===== config.mk =====
export PLATFORM = sky130hd
export DESIGN_NAME = rs_complex
export DESIGN_NICKNAME = d
export VERILOG_FILES = /design/src/rtl/rs_complex_pkg.sv /design/src/rtl/rs_complex_entry.sv /design/src/rtl/rs_complex.sv
export SDC_FILE = /design/constraint.sdc
export NUM_CORES = 1
export LEC_CHECK = 0
export BUFFER_PORTS_ARGS = -buffer_cell sky130_fd_sc_hd__buf_4
export CORE_AREA = 2 2 229 231
export DETAILED_ROUTE_END_ITERATION = 12
export DIE_AREA = 0 0 231 233
export PLACE_DENSITY_LB_ADDON = 0.1
export SYNTH_ARGS = -nofsm -noshare
export SYNTH_HDL_FRONTEND = slang
export SYNTH_HIERARCHICAL = 1
export SYNTH_SLANG_ARGS = --single-unit
export TNS_END_PERCENT = 10

===== constraint.sdc =====
create_clock -name clk -period 6.3 [get_ports clk]
set_input_delay 1.89 -clock clk [delete_from_list [all_inputs] [get_ports clk]]
set_output_delay 1.89 -clock clk [all_outputs]
set_load 0.02 [all_outputs]

===== src/rtl/rs_complex_pkg.sv =====
// ============================================================================
// rs_complex_pkg : shared payload layout and wakeup helper for rs_complex
// Revision: 1.0
// ============================================================================
`default_nettype none

package rs_complex_pkg;

  localparam int ROB_TAG_W   = 4;
  localparam int RS_ENTRY_W  = 114;
  localparam int DATA_W      = 32;
  localparam int NUM_ENTRIES = 2;

  localparam int MEMDATA_HI = 113;
  localparam int MEMDATA_LO = 82;
  localparam int ALUOP_HI   = 81;
  localparam int ALUOP_LO   = 76;
  localparam int MEMWRITE   = 75;
  localparam int MEMREAD    = 74;
  localparam int MEMTOREG   = 73;
  localparam int BRANCH     = 72;
  localparam int REGWRITE   = 71;
  localparam int SRC2_HI    = 70;
  localparam int SRC2_LO    = 39;
  localparam int SRC2_RDY   = 38;
  localparam int SRC1_HI    = 37;
  localparam int SRC1_LO    = 6;
  localparam int SRC1_RDY   = 5;
  localparam int WRADDR_HI  = 4;
  localparam int WRADDR_LO  = 0;

  // Returns {ready, value}; cdb0 takes precedence when both ports match.
  function automatic logic [DATA_W:0] cdb_wake(
    input logic                 rdy,
    input logic [DATA_W-1:0]    val,
    input logic [ROB_TAG_W-1:0] tag,
    input logic                 c0_valid,
    input logic [ROB_TAG_W-1:0] c0_tag,
    input logic [DATA_W-1:0]    c0_data,
    input logic                 c1_valid,
    input logic [ROB_TAG_W-1:0] c1_tag,
    input logic [DATA_W-1:0]    c1_data
  );
    logic [DATA_W:0] res;
    res = {rdy, val};
    if (!rdy) begin
      if (c0_valid && (c0_tag == tag))      res = {1'b1, c0_data};
      else if (c1_valid && (c1_tag == tag)) res = {1'b1, c1_data};
    end
    return res;
  endfunction

endpackage

`default_nettype wire


===== src/rtl/rs_complex_entry.sv =====
// ============================================================================
// rs_complex_entry : one reservation-station slot with CDB wakeup and bypass
// Revision: 1.0
// ============================================================================
`default_nettype none

module rs_complex_entry
  import rs_complex_pkg::*;
(
  input  logic                  clk,
  input  logic                  rst_n,
  input  logic                  flush_i,
  input  logic                  wr_en_i,
  input  logic [RS_ENTRY_W-1:0] wr_inst_i,
  input  logic [ROB_TAG_W-1:0]  wr_src1_tag_i,
  input  logic [ROB_TAG_W-1:0]  wr_src2_tag_i,
  input  logic [ROB_TAG_W-1:0]  wr_rob_num_i,
  input  logic                  issue_i,
  input  logic                  cdb0_valid_i,
  input  logic [ROB_TAG_W-1:0]  cdb0_tag_i,
  input  logic [DATA_W-1:0]     cdb0_data_i,
  input  logic                  cdb1_valid_i,
  input  logic [ROB_TAG_W-1:0]  cdb1_tag_i,
  input  logic [DATA_W-1:0]     cdb1_data_i,
  output logic                  valid_o,
  output logic [RS_ENTRY_W-1:0] entry_o,
  output logic [ROB_TAG_W-1:0]  rob_num_o
);

  logic                  valid_q,     valid_d;
  logic [RS_ENTRY_W-1:0] inst_q,      inst_d;
  logic [ROB_TAG_W-1:0]  src1_tag_q,  src1_tag_d;
  logic [ROB_TAG_W-1:0]  src2_tag_q,  src2_tag_d;
  logic [ROB_TAG_W-1:0]  rob_num_q,   rob_num_d;

  always_comb begin
    valid_d    = valid_q;
    inst_d     = inst_q;
    src1_tag_d = src1_tag_q;
    src2_tag_d = src2_tag_q;
    rob_num_d  = rob_num_q;

    if (valid_q) begin
      {inst_d[SRC1_RDY], inst_d[SRC1_HI:SRC1_LO]} = cdb_wake(
        inst_q[SRC1_RDY], inst_q[SRC1_HI:SRC1_LO], src1_tag_q,
        cdb0_valid_i, cdb0_tag_i, cdb0_data_i, cdb1_valid_i, cdb1_tag_i, cdb1_data_i);
      {inst_d[SRC2_RDY], inst_d[SRC2_HI:SRC2_LO]} = cdb_wake(
        inst_q[SRC2_RDY], inst_q[SRC2_HI:SRC2_LO], src2_tag_q,
        cdb0_valid_i, cdb0_tag_i, cdb0_data_i, cdb1_valid_i, cdb1_tag_i, cdb1_data_i);
    end

    if (issue_i) valid_d = 1'b0;

    // Writes only target a free slot, so they never collide with wakeup/issue.
    if (wr_en_i) begin
      inst_d     = wr_inst_i;
      src1_tag_d = wr_src1_tag_i;
      src2_tag_d = wr_src2_tag_i;
      rob_num_d  = wr_rob_num_i;
      valid_d    = 1'b1;
      {inst_d[SRC1_RDY], inst_d[SRC1_HI:SRC1_LO]} = cdb_wake(
        wr_inst_i[SRC1_RDY], wr_inst_i[SRC1_HI:SRC1_LO], wr_src1_tag_i,
        cdb0_valid_i, cdb0_tag_i, cdb0_data_i, cdb1_valid_i, cdb1_tag_i, cdb1_data_i);
      {inst_d[SRC2_RDY], inst_d[SRC2_HI:SRC2_LO]} = cdb_wake(
        wr_inst_i[SRC2_RDY], wr_inst_i[SRC2_HI:SRC2_LO], wr_src2_tag_i,
        cdb0_valid_i, cdb0_tag_i, cdb0_data_i, cdb1_valid_i, cdb1_tag_i, cdb1_data_i);
    end

    if (flush_i) valid_d = 1'b0;
  end

  always_ff @(posedge clk) begin
    if (!rst_n) begin
      valid_q    <= 1'b0;
      inst_q     <= '0;
      src1_tag_q <= '0;
      src2_tag_q <= '0;
      rob_num_q  <= '0;
    end else begin
      valid_q    <= valid_d;
      inst_q     <= inst_d;
      src1_tag_q <= src1_tag_d;
      src2_tag_q <= src2_tag_d;
      rob_num_q  <= rob_num_d;
    end
  end

  // An empty slot must never look ready to execute.
  always_comb begin
    entry_o           = inst_q;
    entry_o[SRC1_RDY] = inst_q[SRC1_RDY] & valid_q;
    entry_o[SRC2_RDY] = inst_q[SRC2_RDY] & valid_q;
  end

  assign valid_o   = valid_q;
  assign rob_num_o = rob_num_q;

endmodule

`default_nettype wire


===== src/rtl/rs_complex.sv =====
// ============================================================================
// rs_complex : two-entry reservation station for the complex execute stage
// Revision: 1.0
// ============================================================================
`default_nettype none

module rs_complex
  import rs_complex_pkg::*;
(
  input  logic                  clk,
  input  logic                  rst_n,
  input  logic                  flush,
  input  logic                  disp_valid,
  input  logic [RS_ENTRY_W-1:0] disp_inst,
  input  logic [ROB_TAG_W-1:0]  disp_src1_tag,
  input  logic [ROB_TAG_W-1:0]  disp_src2_tag,
  input  logic [ROB_TAG_W-1:0]  disp_rob_num,
  output logic                  rs_full,
  input  logic                  cdb0_valid,
  input  logic [ROB_TAG_W-1:0]  cdb0_tag,
  input  logic [DATA_W-1:0]     cdb0_data,
  input  logic                  cdb1_valid,
  input  logic [ROB_TAG_W-1:0]  cdb1_tag,
  input  logic [DATA_W-1:0]     cdb1_data,
  output logic [RS_ENTRY_W-1:0] rs_complex_0,
  output logic [RS_ENTRY_W-1:0] rs_complex_1,
  output logic [ROB_TAG_W-1:0]  rs_complex_0_entry_num,
  output logic [ROB_TAG_W-1:0]  rs_complex_1_entry_num,
  output logic                  selector,
  input  logic                  complex_0_issue,
  input  logic                  complex_1_issue
);

  logic [NUM_ENTRIES-1:0] entry_valid;
  logic [NUM_ENTRIES-1:0] entry_wr;
  logic [NUM_ENTRIES-1:0] entry_issue;
  logic [RS_ENTRY_W-1:0]  entry_bus [NUM_ENTRIES];
  logic [ROB_TAG_W-1:0]   entry_rob [NUM_ENTRIES];
  logic                   disp_ok;
  logic                   sel_q, sel_d;

  assign rs_full     = &entry_valid;
  assign disp_ok     = disp_valid & ~rs_full & ~flush;
  assign entry_wr[0] = disp_ok & ~entry_valid[0];
  assign entry_wr[1] = disp_ok &  entry_valid[0] & ~entry_valid[1];
  assign entry_issue = {complex_1_issue, complex_0_issue};

  for (genvar i = 0; i < NUM_ENTRIES; i++) begin : g_entry
    rs_complex_entry u_entry (
      .clk           (clk),
      .rst_n         (rst_n),
      .flush_i       (flush),
      .wr_en_i       (entry_wr[i]),
      .wr_inst_i     (disp_inst),
      .wr_src1_tag_i (disp_src1_tag),
      .wr_src2_tag_i (disp_src2_tag),
      .wr_rob_num_i  (disp_rob_num),
      .issue_i       (entry_issue[i]),
      .cdb0_valid_i  (cdb0_valid),
      .cdb0_tag_i    (cdb0_tag),
      .cdb0_data_i   (cdb0_data),
      .cdb1_valid_i  (cdb1_valid),
      .cdb1_tag_i    (cdb1_tag),
      .cdb1_data_i   (cdb1_data),
      .valid_o       (entry_valid[i]),
      .entry_o       (entry_bus[i]),
      .rob_num_o     (entry_rob[i])
    );
  end

  // Selector tracks the most recently written slot.
  always_comb begin
    sel_d = sel_q;
    if (entry_wr[0])      sel_d = 1'b0;
    else if (entry_wr[1]) sel_d = 1'b1;
    if (flush)            sel_d = 1'b0;
  end

  always_ff @(posedge clk) begin
    if (!rst_n) sel_q <= 1'b0;
    else        sel_q <= sel_d;
  end

  assign selector               = sel_q;
  assign rs_complex_0           = entry_bus[0];
  assign rs_complex_1           = entry_bus[1];
  assign rs_complex_0_entry_num = entry_rob[0];
  assign rs_complex_1_entry_num = entry_rob[1];

endmodule

`default_nettype wire

Yosys cells after proc, flatten, opt, wreduce, memory -nomap -nowiden
Cells that the tools add are included.

Flip-flop bits (word level): 255. Bits of input ports: 206. Output and inout bits: 238. Word-level logic and storage cells: 100.

Equal/unequal tests: 16. Mux-type cells: 26. Bitwise operators: 14. Reductions and logical operators: 27.

Operators with widths (count): $mux W33 (18); $mux W71 (2); $mux W66 (2); $eq A4 B4 Y1 (12); $logic_and A1 B1 Y1 (12); $reduce_and A3 Y1 (4); $reduce_bool A3 Y1 (4); $and A1 B1 Y1 (9); $ne A2 B1 Y1 const B (4); $reduce_bool A2 Y1 (4); $not A1 Y1 (5); $mux W1 (4); $reduce_or A3 Y1 (1); $reduce_and A2 Y1 (1); $reduce_or A2 Y1 (1).

Depth between registers and ports, before layout
Gate-level depths: netlist (run 1).

Word-level depth: 8. Depth in mapped cells: 10.

By module
The synthesis (run 1) kept the hierarchy.

Modules (own cells, without submodules): rs_complex_entry (instances 2, cells each 876, area each 7574.8 µm², sequential area each 2542.4 µm²); rs_complex (instances 1, cells each 8, area each 77.6 µm², sequential area each 20.0 µm²).

Worst setup path after synthesis (run 1)
Ideal clock, no wire load.

Path type: in2reg. Start point: in flush. End point: reg g_entry[1].u_entry.inst_q[100]. Library setup time: 0.117 ns. Arrival time: 3.454 ns. Required time: 6.183 ns. Setup slack: 2.729 ns. Cell stages on the path: 6. Path buffers: 3. Path through: and4bb_1 clkbuf_1 clkbuf_1 buf_1 mux2i_1 nor2b_1.

Longest elaborated chain between the ends: 4.

Ends and longest elaborated chain: from (decl) (RTL line rs_complex.sv:12) `input logic flush,`; $not A1 Y1 (RTL line rs_complex.sv:43) `assign disp_ok = disp_valid & ~rs_full & ~flush;`; $and A1 B1 Y1 (RTL line rs_complex.sv:43); $and A1 B1 Y1 (2 in a row) (RTL line rs_complex.sv:45) `assign entry_wr[1] = disp_ok & entry_valid[0] & ~entry_valid[1];`; to (signal assigned) (RTL line rs_complex_entry.sv:81) `inst_q <= inst_d;`; to (decl) (RTL line rs_complex_entry.sv:31) `logic [RS_ENTRY_W-1:0] inst_q, inst_d;`.

No other way between the ends. A chain may end at the register's enable or synchronous reset.

Worst setup path in the final report (run 1)
Start point: in flush. End point: reg g_entry[1].u_entry.inst_q[24].

Longest elaborated chain between the ends: 6. Elaborated cells on any way between the ends: 9. Those cells by class: 1 x eq/ne; 1 x mux; 4 x bitwise; 3 x reduce/logical.

Ends and longest elaborated chain: $not A1 Y1 (*) (RTL line rs_complex.sv:43); $and A1 B1 Y1 (*) (RTL line rs_complex.sv:43); $and A1 B1 Y1 (*) (2 in a row) (RTL line rs_complex.sv:45); named net entry_wr[1] (RTL line rs_complex.sv:35) `logic [NUM_ENTRIES-1:0] entry_wr;`; $ne A2 B1 Y1 (no source line), or another cell as far along; $reduce_and A3 Y1 (no source line).

Mark *: on every way through the listed nets, which the timed path passes. The rest lies on a longest branch.

==> results.toml, run 1 <==
[status]
status = "finished, final reports clean"

[sta]
slew_violations = 0
fmax_ghz = 0.2349
setup_viol = 0
final-hold-violation-count = 0
min_period_over_period = 0.6757
slew_headroom = 0.1575
period_needed_ps = 4257
fin_skew_ps = 19.14
worstMarginPinSlew_ps = 1264
worst_slack_ps = 2043
tns_ps = 0
rsz0062_at_grt = "false"

[global_routing]
grt_pass1_wl_um = 89250
grt_pass1_vias = 13680
antenna_found_initial = 8
grt-ovfl-total = 0
grtUsageTotal = 0.2185
grt_max_degree = 141

[clock_network]
post_cts_buffers = 0
cts_root_buf = "clkbuf_16"
htree_levels = 2
cts_tree = "built"
cts_hold_buf = 0
clk_pin_slew_worst_paths_ps = 60
clock_sinks = 255
clock_latency_ps = 550
cts_resized = 0
cts_buffers = 35
clock_path_buffers = 3

[place]
post-place-ws_ps = 1536
port_buffers = 443
place_hpwl_um = 41900
place_congestion = 0.8631

[cells_and_area]
nFillCells = 5309
drive_gt1_frac = 0.3115
layout.nets = 2099
final_common_cell = "buf_4"
most-common-layout-cells = "buf_4, dfxtp_1, nand2_1"
syn_to_final_growth_pct = 22.61

[route]
vias_per_cell = 5.289
vias = 13760
ant_nets = 0
dr.pass1.iters = 8
drt_wl_total_um = 61210
drt-wirelength-per-cell_um = 23.52
drc = 0
drt_iter0_drc = 1029

[job]
max_cap_viol_count = 0

[setup_path]
crit_arrival_ps = 4720
start_kind = "input port"
cp_max_fo = 51
path_class = "in -> reg"
worstSetupEndpointType = "flop"
critPathRequiredTime_ps = 6770

[power_and_ir_drop]
leakage_uw = 0.007204
switching_share = 0.2721
switchingPower_uw = 1241
peakVddDrop_mv = 0.1785
combPwrFrac = 0.143
power.density_nw_per_um2 = 244.2
p_int_uw = 3318
clock_power_share = 0.485
p_seq_frac = 0.373

[synthesis]
synth-seq-cells = 255
avgSynthCellArea_um2 = 8.652
seq_area_frac_synth = 0.3353
postSynthCellCount = 1760
synth_edf_count = 0
synth_cell_types = 57
syn-cell-area_um2 = 15230
syn_nets = 1966
synthFlopType = "dfxtp_1"
synth_async_sr_flop_share = 0
ys.warnings.count = 6

[die]
io_pins = 444
rows = 83
coreArea_um2 = 51090
die_area_um2 = 53820
initial_core_util = 0.2980
die_y_um = 233
die_w_um = 231

[min_path]
worst_hold_path_type = "reg -> reg"
-- Yosys cell counts (20+ instances only) --
cell	n	area, µm²
a21boi_0	44	330.3
a21boi_1	28	210.2
a22oi_1	128	960.9
a31oi_1	48	300.3
buf_2	40	200.2
buf_4	224	1682
clkbuf_1	84	315.3
dfxtp_1	255	5105
mux2i_1	120	1201
nand2_1	168	630.6
nand3_1	64	320.3
nor2_1	24	90.09
nor2b_1	122	763.2
o211ai_1	46	345.3
o21ai_0	54	270.3
o221a_2	46	518.0
or4_1	20	150.1
xnor2_1	34	297.8
xor2_1	24	210.2
-- layout make-up --
type                       count  area (µm²)  area share
clock inverter                16       257.7     0.01381
antenna                        2       5.005   0.0002681
inverter                      11       41.29    0.002212
clock buffer                  48        1016     0.05442
sequential                   255        5105      0.2734
timing repair buffer         462        3472      0.1860
tap                          680       850.8     0.04557
multi-input combinational   1128        7923      0.4243
-- kinds of logic after synthesis --
group,count (synthesis),share of synthesized area
flops,255,0.3353
buf+inv,377,0.1536
xor+xnor,58,0.03336
mux,120,0.07888
simple gates,489,0.1689
compound gates,461,0.2300
-- registers in the layout, indices dropped and copies added, names as in the netlist --
signal                      count
selector                        1
g_entry.u_entry/valid_o         2
g_entry.u_entry/inst_q        228
g_entry.u_entry/src1_tag_q      8
g_entry.u_entry/rob_num_o       8
g_entry.u_entry/src2_tag_q      8
-- per-layer routing --
metal	GRT usage	share of wire	vias to the layer above
li1	-	-	6423
met3	0.06814	0.085	109
met4	0.07923	0.030	14
met5	0	0.0013	-
met1	0.2659	0.42	6655
met2	0.3617	0.47	560
-- through the flow --
| step | total power, µW | util | cells | instance area [µm²] | hold WS [ps] |
|---|---|---|---|---|---|
| after floorplan | 2101 | - | 1760 | 15230 | 435.4 |
| after global placement | 2381 | 0.3404 | 2536 | 17390 | 450.4 |
| after detailed placement | 2386 | 0.3404 | 2536 | 17390 | 451.9 |
| after CTS | 4624 | 0.3653 | 2600 | 18670 | 459.2 |
| after global routing | 4739 | 0.3654 | 2601 | 18670 | 483.0 |
| final | 4559 | 0.3654 | 2602 | 18670 | 459.0 |
-- power by group through the flow --
stage          clock (µW)  combinational, µW  sequential, µW
6_report             2210                650            1700
3_5_place_dp            0                653            1730
2_1_floorplan           0                380            1720
5_1_grt              2340                698            1700
3_3_place_gp            0                647            1730
4_1_cts              2270                654            1700
-- final timing paths --
path / start / end / slack [ps] / cells past startpoint
worst max-delay path: flush / g_entry[1].u_entry/inst_q[24]$_SDFFE_PN0P_ / 2040 / 8
worst min-delay path: g_entry[1].u_entry/inst_q[61]$_SDFFE_PN0P_ / g_entry[1].u_entry/inst_q[61]$_SDFFE_PN0P_ / 460 / 2
worst max register to register: g_entry[0].u_entry/valid_o$_SDFFE_PP0P_ / g_entry[1].u_entry/inst_q[24]$_SDFFE_PN0P_ / 2860 / 7
worst min register to register: g_entry[1].u_entry/inst_q[61]$_SDFFE_PN0P_ / g_entry[1].u_entry/inst_q[61]$_SDFFE_PN0P_ / 460 / 2
-- critical path, stage by stage --
cell      delay, ps
buf_4           130
and4bb_4        900
nand2b_1        270
o21bai_1        260
o32ai_4         540
buf_4           400
a22oi_1         100
a21boi_0        180
No activity file was read; power rests on OpenSTA's default activity.
==> inputs of run 2 (changes only) <==
==> constraint.sdc (replaced) <==
create_clock -name clk -period 4.37 [get_ports clk]
set_input_delay 1.311 -clock clk [delete_from_list [all_inputs] [get_ports clk]]
set_output_delay 1.311 -clock clk [all_outputs]
set_load 0.02 [all_outputs]
==> results.toml, run 2 (synthesized netlist as in run 1, its figures left out) <==
[clock_network]
clock_path_buffers = 3
cts_root_buf = "clkbuf_16"
cts_buffers = 35
htree_levels = 2
cts_tree = "built"
clk_pin_slew_worst_paths_ps = 70
cts_resized = 0
post_cts_buffers = 0
clock_latency_ps = 550
cts_hold_buf = 0
clock_sinks = 255

[sta]
period_needed_ps = 3164
fmax_ghz = 0.3160
fin_skew_ps = 21.46
min_period_over_period = 0.7240
worstMarginPinSlew_ps = 1035
slew_headroom = 0.3103
tns_ps = 0
slew_violations = 0
hold_ws_ps = 455.4
rsz0062_at_grt = "false"
final-hold-violation-count = 0
setup_viol = 0

[setup_path]
cp_max_fo = 10
path_class = "in -> reg"
r2r-end = "g_entry[1].u_entry/inst_q[57]$_SDFFE_PN0P_"
r2r-start = "g_entry[0].u_entry/valid_o$_SDFFE_PP0P_"
crit_path_end = "g_entry[0].u_entry/inst_q[69]$_SDFFE_PN0P_"
crit_arrival_ps = 3640
start_kind = "input port"
worstSetupEndpointType = "flop"
r2r_slack_ps = 1680
critPathRequiredTime_ps = 4850
r2r_cells = 6
startpoint = "cdb0_tag[1]"

[route]
drt_iter0_drc = 1045
ant_nets = 0
drt-wirelength-per-cell_um = 23.38
drt_wl_total_um = 61140
drc = 0
vias_per_cell = 5.304
dr.pass1.iters = 6
vias = 13870

[power_and_ir_drop]
power_uw = 6372
leakage_uw = 0.007287
peakVddDrop_mv = 0.2870
power.density_nw_per_um2 = 338.7

[cells_and_area]
final_common_cell = "buf_4"
largest-register = "g_entry.u_entry/inst_q"
seqCellArea_um2 = 5105
multi_input_area_um2 = 7923
drive_gt1_frac = 0.3152
syn_to_final_growth_pct = 23.55
instances_no_fill = 2615
nFillCells = 5283
most-common-layout-cells = "buf_4, dfxtp_1, nand2_1"
diodes = 0
final_area_um2 = 18810
largest_reg_flops = 228
layout.nets = 2116

[place]
port_buffers = 443
place_congestion = 0.8223
place_hpwl_um = 42730
place_inst = 2553
placed_area_um2 = 17630

[die]
initial_core_util = 0.2980
die_w_um = 231
rows = 83
die_area_um2 = 53820
die_y_um = 233
coreArea_um2 = 51090
io_pins = 444

[job]
max_cap_viol_count = 0

[min_path]
worst_hold_path_type = "reg -> reg"
hold_path_depth = 2

[status]
status = "finished, final reports clean"

[global_routing]
grt_max_degree = 74
grt_pass1_wl_um = 88960
antenna_found_initial = 3
grtUsageTotal = 0.2182
grt_pass1_vias = 13680
grt-ovfl-total = 0
-- run 2: metrics by stage --
step                      utilization  setup WS, ps
after global routing           0.3682          1099
after global placement         0.3451         743.0
after floorplan                     -          1378
after detailed placement       0.3451         703.6
final                          0.3682          1206
after CTS                      0.3682          1293
-- run 2: layer usage --
layer | vias to the layer above | GRT usage | wire (µm)
met2 | 581 | 0.3526 | 28240
met4 | 6 | 0.09073 | 2200
li1 | 6445 | - | -
met3 | 101 | 0.06176 | 5299
met1 | 6738 | 0.2718 | 25370
met5 | - | 0 | 29
-- run 2: layout make-up --
class                           count  share of cell area
Multi-Input combinational cell   1128              0.4211
Sequential cell                   255              0.2713
Timing Repair Buffer              479              0.1973
Clock buffer                       54             0.05740
Tap cell                          680             0.04522
Clock inverter                      8            0.005387
Inverter                           11            0.002195
-- run 2: where the power goes --
| part | switching [µW] | total, µW | leakage [µW] | internal (µW) |
|---|---|---|---|---|
| combinational | 543 | 945 | 0.00463 | 401 |
| sequential | 49.5 | 2450 | 0.00207 | 2400 |
| clock | 1160 | 2980 | 0.000583 | 1820 |
| total | 1750 | 6370 | 0.00729 | 4620 |
-- run 2: critical path, stage by stage --
cell and delay [ps]:
buf_4 160, xnor2_1 160, nand3_1 390, o221ai_1 960, nor2_1 80, or4_1 440, a21boi_1 120
-- run 2: worst min path at each step --
| stage | start | end | slack [ps] |
|---|---|---|---|
| after floorplan | g_entry[0].u_entry/inst_q[39]$_SDFFE_PN0P_ | g_entry[0].u_entry/inst_q[39]$_SDFFE_PN0P_ | 440 |
| after global placement | g_entry[1].u_entry/inst_q[68]$_SDFFE_PN0P_ | g_entry[1].u_entry/inst_q[68]$_SDFFE_PN0P_ | 450 |
| after detailed placement | g_entry[1].u_entry/inst_q[69]$_SDFFE_PN0P_ | g_entry[1].u_entry/inst_q[69]$_SDFFE_PN0P_ | 450 |
| after CTS | g_entry[1].u_entry/inst_q[69]$_SDFFE_PN0P_ | g_entry[1].u_entry/inst_q[69]$_SDFFE_PN0P_ | 460 |
| after global routing | g_entry[1].u_entry/inst_q[69]$_SDFFE_PN0P_ | g_entry[1].u_entry/inst_q[69]$_SDFFE_PN0P_ | 480 |
| final | g_entry[1].u_entry/inst_q[69]$_SDFFE_PN0P_ | g_entry[1].u_entry/inst_q[69]$_SDFFE_PN0P_ | 460 |
